<file path="config.mk">
export PLATFORM = sky130hd
export DESIGN_NAME = fifo_feed_split
export DESIGN_NICKNAME = d
export VERILOG_FILES = /design/src/rtl/fifo_feed_split.sv
export SDC_FILE = /design/constraint.sdc
export NUM_CORES = 1
export LEC_CHECK = 0
export CORE_ASPECT_RATIO = 1.25
export CORE_UTILIZATION = 30
export CTS_BUF_LIST = sky130_fd_sc_hd__clkbuf_8
export DETAILED_ROUTE_END_ITERATION = 7
export GPL_ROUTABILITY_DRIVEN = 0
export PLACE_DENSITY = 0.5
export SYNTH_ARGS = -nofsm -noshare
export SYNTH_HDL_FRONTEND = slang
export SYNTH_SLANG_ARGS = --single-unit
</file>
<file path="constraint.sdc">
create_clock -name clk -period 11.49 [get_ports clk]
set_input_delay 1.149 -clock clk [delete_from_list [all_inputs] [get_ports clk]]
set_output_delay 1.149 -clock clk [all_outputs]
set_load 0.005 [all_outputs]
</file>
<file path="src/rtl/fifo_feed_split.sv">
// rtl/fifo_feed_split.sv - wide-word to FIFO sub-word down-converter
// Splits RATIO*WID input words into WID-bit FIFO pushes, low sub-word first.
module fifo_feed_split #(
   parameter int WID   = 32,
   parameter int RATIO = 4,
   parameter int NWID  = $clog2(RATIO + 1)
) (
   input  logic                 clk,
   input  logic                 rst,
   input  logic                 softreset,
   input  logic                 in_valid,
   input  logic [WID*RATIO-1:0] in_data,
   input  logic [NWID-1:0]      in_nwords,
   output logic                 in_ready,
   output logic                 fifo_validin,
   output logic [WID-1:0]       fifo_datain,
   input  logic                 fifo_full,
   output logic                 busy,
   output logic                 bad_len,
   output logic [31:0]          words_pushed
);

   typedef enum logic {S_IDLE, S_SPLIT} state_t;

   localparam logic [NWID-1:0] L_RATIO = NWID'(RATIO);
   localparam logic [NWID-1:0] L_ONE   = NWID'(1);

   state_t               r_state;
   logic [WID*RATIO-1:0] r_shreg;
   logic [NWID-1:0]      r_rem;
   logic                 r_busy;
   logic                 r_bad_len;
   logic [31:0]          r_words_pushed;

   logic                 w_push;
   logic                 w_accept;
   logic                 w_len_err;
   logic [NWID-1:0]      w_nclamp;

   assign w_push    = (r_state == S_SPLIT) && !fifo_full && !softreset;
   // Ready in SPLIT only on the final push, so the next word loads with no bubble.
   assign in_ready  = !rst && !softreset &&
                      ((r_state == S_IDLE) || (w_push && (r_rem == L_ONE)));
   assign w_accept  = in_valid && in_ready;
   assign w_len_err = (in_nwords == '0) || (in_nwords > L_RATIO);
   assign w_nclamp  = (in_nwords > L_RATIO) ? L_RATIO : in_nwords;

   assign fifo_validin = w_push;
   assign fifo_datain  = r_shreg[WID-1:0];
   assign busy         = r_busy;
   assign bad_len      = r_bad_len;
   assign words_pushed = r_words_pushed;

   always_ff @(posedge clk or posedge rst) begin
      if (rst) begin
         r_state        <= S_IDLE;
         r_shreg        <= '0;
         r_rem          <= '0;
         r_busy         <= 1'b0;
         r_bad_len      <= 1'b0;
         r_words_pushed <= '0;
      end else if (softreset) begin
         r_state        <= S_IDLE;
         r_shreg        <= '0;
         r_rem          <= '0;
         r_busy         <= 1'b0;
         r_bad_len      <= 1'b0;
         r_words_pushed <= '0;
      end else begin
         r_bad_len <= w_accept && w_len_err;
         if (w_push)
            r_words_pushed <= r_words_pushed + 32'd1;
         // A reload on the last push overrides the shift of the old word.
         if (w_accept) begin
            r_shreg <= in_data;
            r_rem   <= w_nclamp;
            if (w_nclamp != '0) begin
               r_state <= S_SPLIT;
               r_busy  <= 1'b1;
            end else begin
               r_state <= S_IDLE;
               r_busy  <= 1'b0;
            end
         end else if (w_push) begin
            r_shreg <= r_shreg >> WID;
            r_rem   <= r_rem - L_ONE;
            if (r_rem == L_ONE) begin
               r_state <= S_IDLE;
               r_busy  <= 1'b0;
            end
         end
      end
   end

endmodule

</file>
# ---- After elaboration in Yosys (flattened, before gate mapping)
# Index checks and enable logic that the tools add are counted.
# Widths: inputs -> output; s select.
dict set report op_classes {
  eq_ne 1
  add_sub_neg 2
  magnitude_cmp 1
  n_bitwise 1
  n_mux 15
  reduce_logical 18
}
# op n
set ops {}
lappend ops {{$mux 128} 3}
lappend ops {{$mux 32} 2}
lappend ops {{$add 32x1->32 const B} 1}
lappend ops {{$mux 3} 4}
lappend ops {{$reduce_bool 3->1} 3}
lappend ops {{$logic_and 1x1->1} 7}
lappend ops {{$mux 1} 6}
lappend ops {{$eq 3x1->1 const B} 1}
lappend ops {{$gt 3x3->1 const B} 1}
lappend ops {{$logic_not 1->1} 3}
lappend ops {{$logic_not 3->1} 1}
lappend ops {{$sub 3x1->3 const B} 1}
lappend ops {{$logic_or 1x1->1} 2}
lappend ops {{$reduce_and 2->1} 1}
lappend ops {{$reduce_bool 2->1} 1}
lappend ops {{$not 1->1} 1}
dict set report totals {
  word_cells 43
  register_bits 165
  output_inout_bits 68
  inputBits 136
}

# ---- Longest topological paths before layout
# Gate-level depths: netlist of run 1.
dict set report logic_depth {
  ltp_word 9
  depth_mapped 9
  mapped_depth_nobuf 6
}

# ---- Least setup slack after synthesis of run 1
# OpenSTA, ideal clock, no wires.
dict set report synth_path {
  path_kind {input -> output}
  from {in fifo_full}
  to {out in_ready}
  t_required_ns 10.341
  slack_ns 8.451
  arrival_ns 1.890
  path_stages 2
  path_buffers 0
  path_cell_list {or3b_1 > a211oi_1}
}
dict set report synth_via {
  elab_chain_cells 6
}
# item line_no
set synth_rtl {}
lappend synth_rtl {{from (decl)} 17} ;# input logic fifo_full,
lappend synth_rtl {{$logic_not 1->1} 40} ;# assign w_push = (r_state == S_SPLIT) && !fifo_full && !softreset;
lappend synth_rtl {{$logic_and 1x1->1 (2 in a row)} 40}
lappend synth_rtl {{$logic_and 1x1->1} 43} ;# ((r_state == S_IDLE) || (w_push && (r_rem == L_ONE)));
lappend synth_rtl {{$logic_or 1x1->1} 43}
lappend synth_rtl {{$logic_and 1x1->1} 42} ;# assign in_ready = !rst && !softreset &&
lappend synth_rtl {{to (decl)} 14} ;# output logic in_ready,
# Every way passes these cells.

# ---- Final worst setup path of run 1
dict set report layout_path {
  from {in fifo_full}
  to {out fifo_validin}
}
dict set report layout_via {
  elab_chain_cells 3
}
# item line_no
set layout_rtl {}
lappend layout_rtl {{$logic_not 1->1} 40}
lappend layout_rtl {{$logic_and 1x1->1 (2 in a row)} 40}
lappend layout_rtl {{to (decl)} 15} ;# output logic fifo_validin,
# Every way passes these cells.

==> run_results.csv, run 1 <==
group,metric,value,unit
outcome,run_status,"finished with violations",
outcome,violations,"DRC",
routing,dr_total_vias,5885,
global_routing,track_usage,16.5,%
sta,slew_violations,0,
global_routing,grt_pass1_vias,5951,
power,p_leak,4.69,nW
synthesis,synthFlopType,"dfrtp_1",
setup_path,cpPeakStageDelay,0.58,ns
clock_tree,clkLatencyLatePin,0.47,ns
clock_tree,cts.clk_slew.worst_paths,0.10,ns
synthesis,syn_nets,788,
setup_path,rr_endpoint,"r_shreg[95]",
floorplanning,dieArea,25000,um2
global_routing,grt_pass1_wl,32200,um
floorplanning,rows,63,
floorplanning,core_area,23800,um2
power,p_total,0.00118,W
synthesis,postSynthCellCount,648,
setup_path,startpoint_type,"primary input",
synthesis,yosysTopAreaCellShare,56.4,%
setup_path,critical_path.slowest_cell,"nor2b_1",
sta,rsz0062_at_grt,"false",
setup_path,crit_required,10.34,ns
power,powerDensity,121,nW/um2
synthesis,yosysMostFrequentCell,"dfrtp_1",
routing,routed_via_density,5.20,
min_path,hp-class,"register to register",
layout,diodes,0,
clock_tree,htree_levels,4,
sta,period_needed,4.17,ns
global_routing,antenna_found_initial,2,
setup_path,crit_buf_inv,3,
global_routing,grt_max_degree,100,
floorplanning,die_y,177,um
setup_path,crit_path_end_kind,"output port",
routing,drc,1,
sta,tns,0,ns
setup_path,crit_fanout,8,
setup_path,arrival,3.02,ns
layout,drive_above_1_share,5.83,%
placement,dp_slack,7.33,ns
synthesis,synth.area.top_cells,"dfrtp_1, a222oi_1, inv_1",
clock_tree,clockBufferDepth,2,
global_routing,grt.busiest_layer,"met2",
min_path,whs_path_depth,2,
synthesis,synthTopCellsByCount,"dfrtp_1, inv_1, a222oi_1",
routing,wl_per_cell,17.9,um
synthesis,netlist_area,7320,um2
sta,setup_ws,7.32,ns
min_path,hp-start,"r_shreg[100]",
clock_tree,cts.sinks,165,
global_routing,use_met1,20.9,%
sta,final.period_utilization,36.3,%
synthesis,ys_types,47,
synthesis,synth_area_leader_cell,"dfrtp_1",
setup_path,r2r_start,"r_rem[1]",
sta,fmax,0.240,GHz
floorplanning,start_util,30.8,%
floorplanning,die_w,142,um
setup_path,reg2reg_depth,7,
setup_path,crit_type,"primary input to output port",
setup_path,r2r_slack,8.67,ns
min_path,worstHoldEndpoint,"r_shreg[68]",
placement,port_buffers,203,
synthesis,synthArstFlopShare,100,%
power,ir_worst_vdd,63.2,uV
layout,area_growth,33.4,%
routing,drt-initial-drc-count,792,
layout,nets,933,
layout,fillCellCount,2330,
setup_path,path_cells,"clkdlybuf4s50_1 > nor2b_1 > nand2_1 > inv_1 > clkdlybuf4s50_1",
routing,first_pass_iters,8,
synthesis,synth_edf_count,0,
sta,relSlewSlack,22.1,%
global_routing,met2_usage,25.9,%
global_routing,use_met3,6.49,%
clock_tree,cts_resized,0,
routing,postRouteAntennaNets,0,
clock_tree,cts_root_buf,"clkbuf_8",
sta,skew,0.0243,ns
clock_tree,cts_tree,"built",
sta,hold_violations,0,
job,drv_cap,0,
routing,finalWirelength,20300,um
clock_tree,numCtsBuffers,17,
sta,worst_slew_pin_slew,1.17,ns
setup_path,cp_top_family,"buffers and inverters",
clock_tree,hold_buffers,0,
synthesis,ys_seq_area_share,56.4,%
synthesis,ys_ff_latch,165,
setup_path,cpMostUsedCell,"clkdlybuf4s50_1",
placement,dpl.hpwl,13300,um
synthesis,yosys_warnings,0,
sta,finalSetupViolCount,0,
clock_tree,cts_setup_buffers,0,
global_routing,gr-total-overflow,0,
synthesis,synth.avg_cell_area,11.3,um2
layout,multi_input_area,2340,um2
floorplanning,pin_count,204,
layout,seq_area,4130,um2
## per-layer routing
metal / routed length, um / vias to the layer above / share of wire (%)
li1: - / 2696 / -
met1: 8360 / 2944 / 41
met2: 9620 / 215 / 47
met3: 2010 / 26 / 9.9
met4: 278 / 4 / 1.4
met5: 23 / - / 0.11
## cell families after synthesis
group | share of synthesized area [%]
AOI/OAI and AO/OA | 21.0
muxes | 0.581
DFF | 56.4
and+or+nand+nor | 8.11
xor gates and xnor gates | 1.43
buffers and inverters | 11.8
adders and majority gates | 0.683
## worst max path at each step
stage,from,to,slack (ns),depth (start not counted)
detailed placement,fifo_full,fifo_validin,7.33,5
global placement,fifo_full,in_ready,7.38,4
CTS,fifo_full,fifo_validin,7.32,5
finish,fifo_full,fifo_validin,7.32,5
global route,fifo_full,fifo_validin,7.24,5
floorplan,rst,bad_len,5.88,1
## registers in the layout (all words and copies together) (netlist names)
name          count
r_shreg         128
bad_len           1
words_pushed     32
busy              1
r_rem             3
## through the flow
step                      hold WS [ns]  instance area [um2]  instances  utilization [%]
after floorplan                  0.459                 7320        648                -
after global placement           0.474                 9380       1099             39.4
after detailed placement         0.479                 9380       1099             39.4
after CTS                        0.504                 9770       1131             41.0
after global routing             0.519                 9770       1131             41.0
final                            0.504                 9770       1131             41.0
## worst reg2reg max path, cell delays in order, from the launching register on
cell       delay, ns
dfrtp_1         0.39
inv_1           0.08
ha_1            0.13
or3b_1          0.47
a2111oi_4       0.41
buf_4           0.81
a222oi_1        0.36
inv_1           0.11
## power by group
group | switching (W) | leakage, nW | total [W] | internal, W
Sequential | 0.0000175 | 2.26 | 0.000624 | 0.000606
Combinational | 0.0000634 | 2.23 | 0.000141 | 0.0000778
Clock | 0.000256 | 0.198 | 0.000419 | 0.000163
## cells in the final DEF (no fill, tap or decap), types with 9 or more instances in the layout
cell type / instances
a21oi_1: 17
a222oi_1: 96
a22o_1: 31
clkbuf_8: 17
clkdlybuf4s50_1: 203
dfrtp_1: 165
inv_1: 109
nand2_1: 17
nand3_1: 10
nand4_1: 9
nor2_1: 17
o31ai_1: 10
or4_1: 13
## area by class of cell
class | count | share of cell area, %
clock inverters | 15 | 1.65
repair buffers | 209 | 21.3
well taps | 325 | 4.16
multi-input cells | 290 | 24.0
clock buffers | 17 | 2.39
flip-flops and latches | 165 | 42.3
inverters | 110 | 4.28
Note: power is estimated with default switching activity, not from simulation.
==> run 2, diff against run 1 <==
--- a/config.mk
+++ b/config.mk
@@ -10,7 +10,7 @@
 export CTS_BUF_LIST = sky130_fd_sc_hd__clkbuf_8
 export DETAILED_ROUTE_END_ITERATION = 7
 export GPL_ROUTABILITY_DRIVEN = 0
-export PLACE_DENSITY = 0.5
+export PLACE_DENSITY = 0.52
 export SYNTH_ARGS = -nofsm -noshare
 export SYNTH_HDL_FRONTEND = slang
 export SYNTH_SLANG_ARGS = --single-unit
==> constraint.sdc (replaced) <==
create_clock -name clk -period 3.5 [get_ports clk]
set_input_delay 0.35 -clock clk [delete_from_list [all_inputs] [get_ports clk]]
set_output_delay 0.35 -clock clk [all_outputs]
set_load 0.005 [all_outputs]
==> run_results.csv, run 2 (same netlist as run 1, synthesis figures left out) <==
group,metric,value,unit
clock_tree,hold_buffers,0,
placement,placed_area,9520,um2
routing,wl_met3,2000,um
sta,fmax,0.358,GHz
floorplanning,pin_count,204,
setup_path,reg2reg_depth,6,
routing,met1_length,8430,um
routing,route.met2.wl,9710,um
power,p_total,0.00392,W
routing,drc,7,
clock_tree,htree_levels,4,
routing,routed.top_layer,"met5",
setup_path,r2r_slack,0.94,ns
routing,first_pass_iters,8,
power,p_leak,4.75,nW
routing,dr_total_vias,5897,
routing,postRouteAntennaNets,0,
clock_tree,cts_tree,"built",
setup_path,crit_path_end_kind,"output port",
sta,relSlewSlack,25.3,%
sta,worst_slew_pin_slew,1.12,ns
setup_path,arrival,2.45,ns
routing,wl_per_cell,17.9,um
floorplanning,die_w,142,um
sta,finalSetupViolCount,0,
clock_tree,numCtsBuffers,17,
min_path,worstHoldEndpoint,"r_shreg[125]",
sta,tns,0,ns
layout,final_common_cell,"clkdlybuf4s50_1",
layout,largest_reg_flops,128,
sta,skew,0.0191,ns
floorplanning,rows,63,
layout,drive_above_1_share,6.53,%
floorplanning,dieArea,25000,um2
sta,final.period_utilization,79.9,%
setup_path,crit_fanout,4,
routing,drt-initial-drc-count,689,
routing,finalWirelength,20400,um
min_path,hp-class,"primary input to register",
setup_path,startpoint_type,"register",
floorplanning,die_y,177,um
global_routing,gr-total-overflow,0,
sta,hold_ws,0.445,ns
power,ir_worst_vdd,233,uV
outcome,violations,"DRC",
routing,routed_via_density,5.18,
clock_tree,cts.clk_slew.worst_paths,0.10,ns
clock_tree,cts_setup_buffers,0,
clock_tree,cts_resized,0,
clock_tree,clkLatencyLatePin,0.45,ns
setup_path,crit_type,"register to output port",
clock_tree,cts.sinks,165,
layout,area_growth,35.6,%
power,powerDensity,395,nW/um2
global_routing,track_usage,17.0,%
setup_path,rr_endpoint,"r_shreg[29]",
global_routing,grt_max_degree,102,
min_path,whs_path_depth,3,
global_routing,antenna_found_initial,5,
layout,most-common-layout-cells,"clkdlybuf4s50_1, dfrtp_1, inv_1",
min_path,hp-start,"in_data[125]",
floorplanning,core_area,23800,um2
placement,dpl.hpwl,14000,um
sta,slew_violations,0,
setup_path,r2r_start,"r_rem[1]",
global_routing,grt_pass1_vias,6107,
placement,port_buffers,203,
layout,top_register,"r_shreg",
sta,hold_violations,0,
outcome,run_status,"finished with violations",
layout,design_area,9930,um2
sta,period_needed,2.80,ns
clock_tree,clockBufferDepth,2,
layout,fillCellCount,2285,
job,drv_cap,0,
setup_path,crit_required,3.15,ns
clock_tree,cts_root_buf,"clkbuf_8",
floorplanning,start_util,30.8,%
global_routing,grt_pass1_wl,33500,um
layout,nets,939,
sta,rsz0062_at_grt,"false",
==> run 2: routing by layer <==
metal / vias up / GRT usage (%)
li1: 2714 / -
met2: 236 / 26.5
met4: 6 / 4.61
met3: 23 / 6.95
met5: - / 0
met1: 2918 / 21.8
==> run 2: layout make-up <==
cell class / count / area [um2] / area share, %
Sequential cell: 165 / 4130 / 41.6
Multi-Input combinational cell: 290 / 2340 / 23.6
Timing Repair Buffer: 215 / 2220 / 22.4
Inverter: 110 / 417 / 4.19
Tap cell: 325 / 407 / 4.09
Clock buffer: 18 / 248 / 2.49
Clock inverter: 14 / 163 / 1.64
Antenna cell: 2 / 5.00 / 0.0504
==> run 2: report_power, final <==
part / switching (W) / internal, W
registers: 0.0000593 / 0.00199
logic: 0.000212 / 0.000274
clock network: 0.000828 / 0.000560
total: 0.00110 / 0.00282
==> run 2: through the flow <==
| stage | instances | setup WS, ns | util (%) |
|---|---|---|---|
| 3_3_place_gp | 1105 | 0.843 | 40.0 |
| 2_1_floorplan | 648 | 1.05 | - |
| 3_5_place_dp | 1105 | 0.726 | 40.0 |
| 5_1_grt | 1137 | 0.587 | 41.7 |
| 6_report | 1139 | 0.705 | 41.7 |
| 4_1_cts | 1137 | 0.662 | 41.7 |
==> run 2: how the worst max path moves through the flow <==
stage | from | endpoint | slack [ns] | cells after the start
after CTS | r_rem[1] | in_ready | 0.66 | 5
after floorplan | rst | bad_len | 1.05 | 1
final | r_rem[1] | in_ready | 0.70 | 5
after global routing | r_rem[1] | in_ready | 0.59 | 5
after detailed placement | fifo_full | r_shreg[73] | 0.73 | 6
after global placement | fifo_full | r_shreg[1] | 0.84 | 5
==> run 2: worst max-delay path, cell delays in order (launching register included) <==
cell and delay [ns]:
dfrtp_1 0.40, inv_1 0.08, ha_1 0.14, or3b_1 0.46, a211oi_1 0.35, clkdlybuf4s50_1 0.57
==> run 3, diff against run 2 <==
--- a/config.mk
+++ b/config.mk
@@ -10,7 +10,7 @@
 export CTS_BUF_LIST = sky130_fd_sc_hd__clkbuf_8
 export DETAILED_ROUTE_END_ITERATION = 7
 export GPL_ROUTABILITY_DRIVEN = 0
-export PLACE_DENSITY = 0.52
+export PLACE_DENSITY = 0.5
 export SYNTH_ARGS = -nofsm -noshare
 export SYNTH_HDL_FRONTEND = slang
 export SYNTH_SLANG_ARGS = --single-unit
==> constraint.sdc (replaced) <==
create_clock -name clk -period 2.6 [get_ports clk]
set_input_delay 0.26 -clock clk [delete_from_list [all_inputs] [get_ports clk]]
set_output_delay 0.26 -clock clk [all_outputs]
set_load 0.005 [all_outputs]
==> run_results.csv, run 3 (same netlist as run 1, synthesis figures left out) <==
group,metric,value,unit
sta,fmax,0.435,GHz
layout,largest_reg_flops,128,
floorplanning,start_util,30.8,%
floorplanning,rows,63,
placement,port_buffers,203,
sta,hold_violations,0,
outcome,violations,"DRC",
setup_path,cp_top_family,"buffers and inverters",
layout,diodes,0,
clock_tree,clockBufferDepth,2,
placement,dpl.hpwl,14000,um
power,ir_worst_vdd,261,uV
clock_tree,hold_buffers,0,
routing,drt-initial-drc-count,732,
sta,finalSetupViolCount,0,
sta,slew_violations,0,
setup_path,crit_type,"register to output port",
floorplanning,core_area,23800,um2
power,p_leak,4.81,nW
routing,drc,3,
global_routing,antenna_found_initial,1,
layout,fillCellCount,2268,
layout,final_common_cell,"clkdlybuf4s50_1",
job,drv_cap,0,
global_routing,gr-total-overflow,0,
routing,wl_per_cell,17.7,um
routing,finalWirelength,20300,um
setup_path,path_cells,"buf_4 > nor2b_2 > nand2_1 > inv_1 > clkdlybuf4s50_1",
clock_tree,clkLatencyLatePin,0.46,ns
setup_path,startpoint_type,"register",
layout,final_util,42.1,%
sta,period_needed,2.30,ns
setup_path,arrival,2.04,ns
layout,most-common-layout-cells,"clkdlybuf4s50_1, dfrtp_1, inv_1",
layout,area_growth,36.9,%
global_routing,grt_max_degree,79,
clock_tree,cts_tree,"built",
clock_tree,htree_levels,4,
floorplanning,die_w,142,um
setup_path,r2r_slack,0.35,ns
min_path,hp-class,"primary input to register",
sta,relSlewSlack,61.8,%
routing,routed_via_density,5.31,
layout,drive_above_1_share,7.92,%
sta,rsz0062_at_grt,"false",
setup_path,crit_buf_inv,3,
floorplanning,dieArea,25000,um2
layout,design_area,10000,um2
setup_path,crit_required,2.34,ns
clock_tree,cts.sinks,165,
global_routing,grt_pass1_vias,6150,
global_routing,track_usage,16.8,%
power,p_total,0.00530,W
floorplanning,pin_count,204,
placement,placed_area,9610,um2
routing,postRouteAntennaNets,0,
routing,dr_total_vias,6085,
layout,top_register,"r_shreg",
sta,final.period_utilization,88.5,%
setup_path,critical_path.slowest_cell,"clkdlybuf4s50_1",
clock_tree,cts_root_buf,"clkbuf_8",
layout,nets,948,
routing,first_pass_iters,8,
outcome,run_status,"finished with violations",
global_routing,grt_pass1_wl,32800,um
sta,skew,0.0230,ns
floorplanning,die_y,177,um
clock_tree,numCtsBuffers,17,
power,powerDensity,528,nW/um2
sta,worst_slew_pin_slew,0.567,ns
sta,tns,0,ns
setup_path,crit_path_end_kind,"output port",
setup_path,crit_fanout,7,
setup_path,cpPeakStageDelay,0.50,ns
clock_tree,cts.clk_slew.worst_paths,0.09,ns
-- run 3: timing repair --
action                     4_1_cts  5_1_grt
gates resized for setup          3        1
hold endpoints to repair         0        0
setup buffers                    0        0
setup endpoints to repair        1        1
pin swaps                        0        0
cloned                           0        0
-- run 3: power by group --
group          switching (W)  internal, W
Clock                0.00111     0.000754
Combinational       0.000296     0.000378
Sequential         0.0000775      0.00268
Total                0.00148      0.00381
-- run 3: per-layer routing --
metal,GRT usage [%],up-vias,wire [um]
met5,0,-,13
met3,5.28,17,1920
met2,26.7,283,9760
met4,4.39,2,166
li1,-,2732,-
met1,22.2,3051,8470
-- run 3: worst register-to-register path: cells and delay by family, from the launching register on --
kind | cells | cell delay (ns)
flops | 1 | 0.49
simple gates | 3 | 1.28
mux | 1 | 0.37
-- run 3: worst paths after layout --
check,from,to,depth (start not counted)
worst max-delay path,busy,fifo_validin,5
worst min-delay path,in_data[125],r_shreg[125],3
worst max register to register,words_pushed[11],words_pushed[31],4
worst min register to register,r_shreg[101],r_shreg[69],2
max in group asynchronous,rst,r_shreg[100],3
min in group asynchronous,rst,words_pushed[4],2
-- run 3: area by class of cell --
type | instances | area (um2) | share of cell area (%)
sequential | 165 | 4130 | 41.2
multi-input combinational | 290 | 2350 | 23.5
timing repair buffer | 224 | 2310 | 23.1
inverter | 110 | 417 | 4.16
tap | 325 | 407 | 4.06
clock buffer | 18 | 248 | 2.47
clock inverter | 14 | 158 | 1.57
-- run 3: stage by stage --
step                      hold slack, ns  setup slack (ns)  cells
after global routing               0.354             0.158   1146
after CTS                          0.340            0.0904   1146
after detailed placement           0.480            0.0947   1114
after floorplan                    0.381             0.241    648
after global placement             0.475             0.140   1114
final                              0.372             0.300   1146
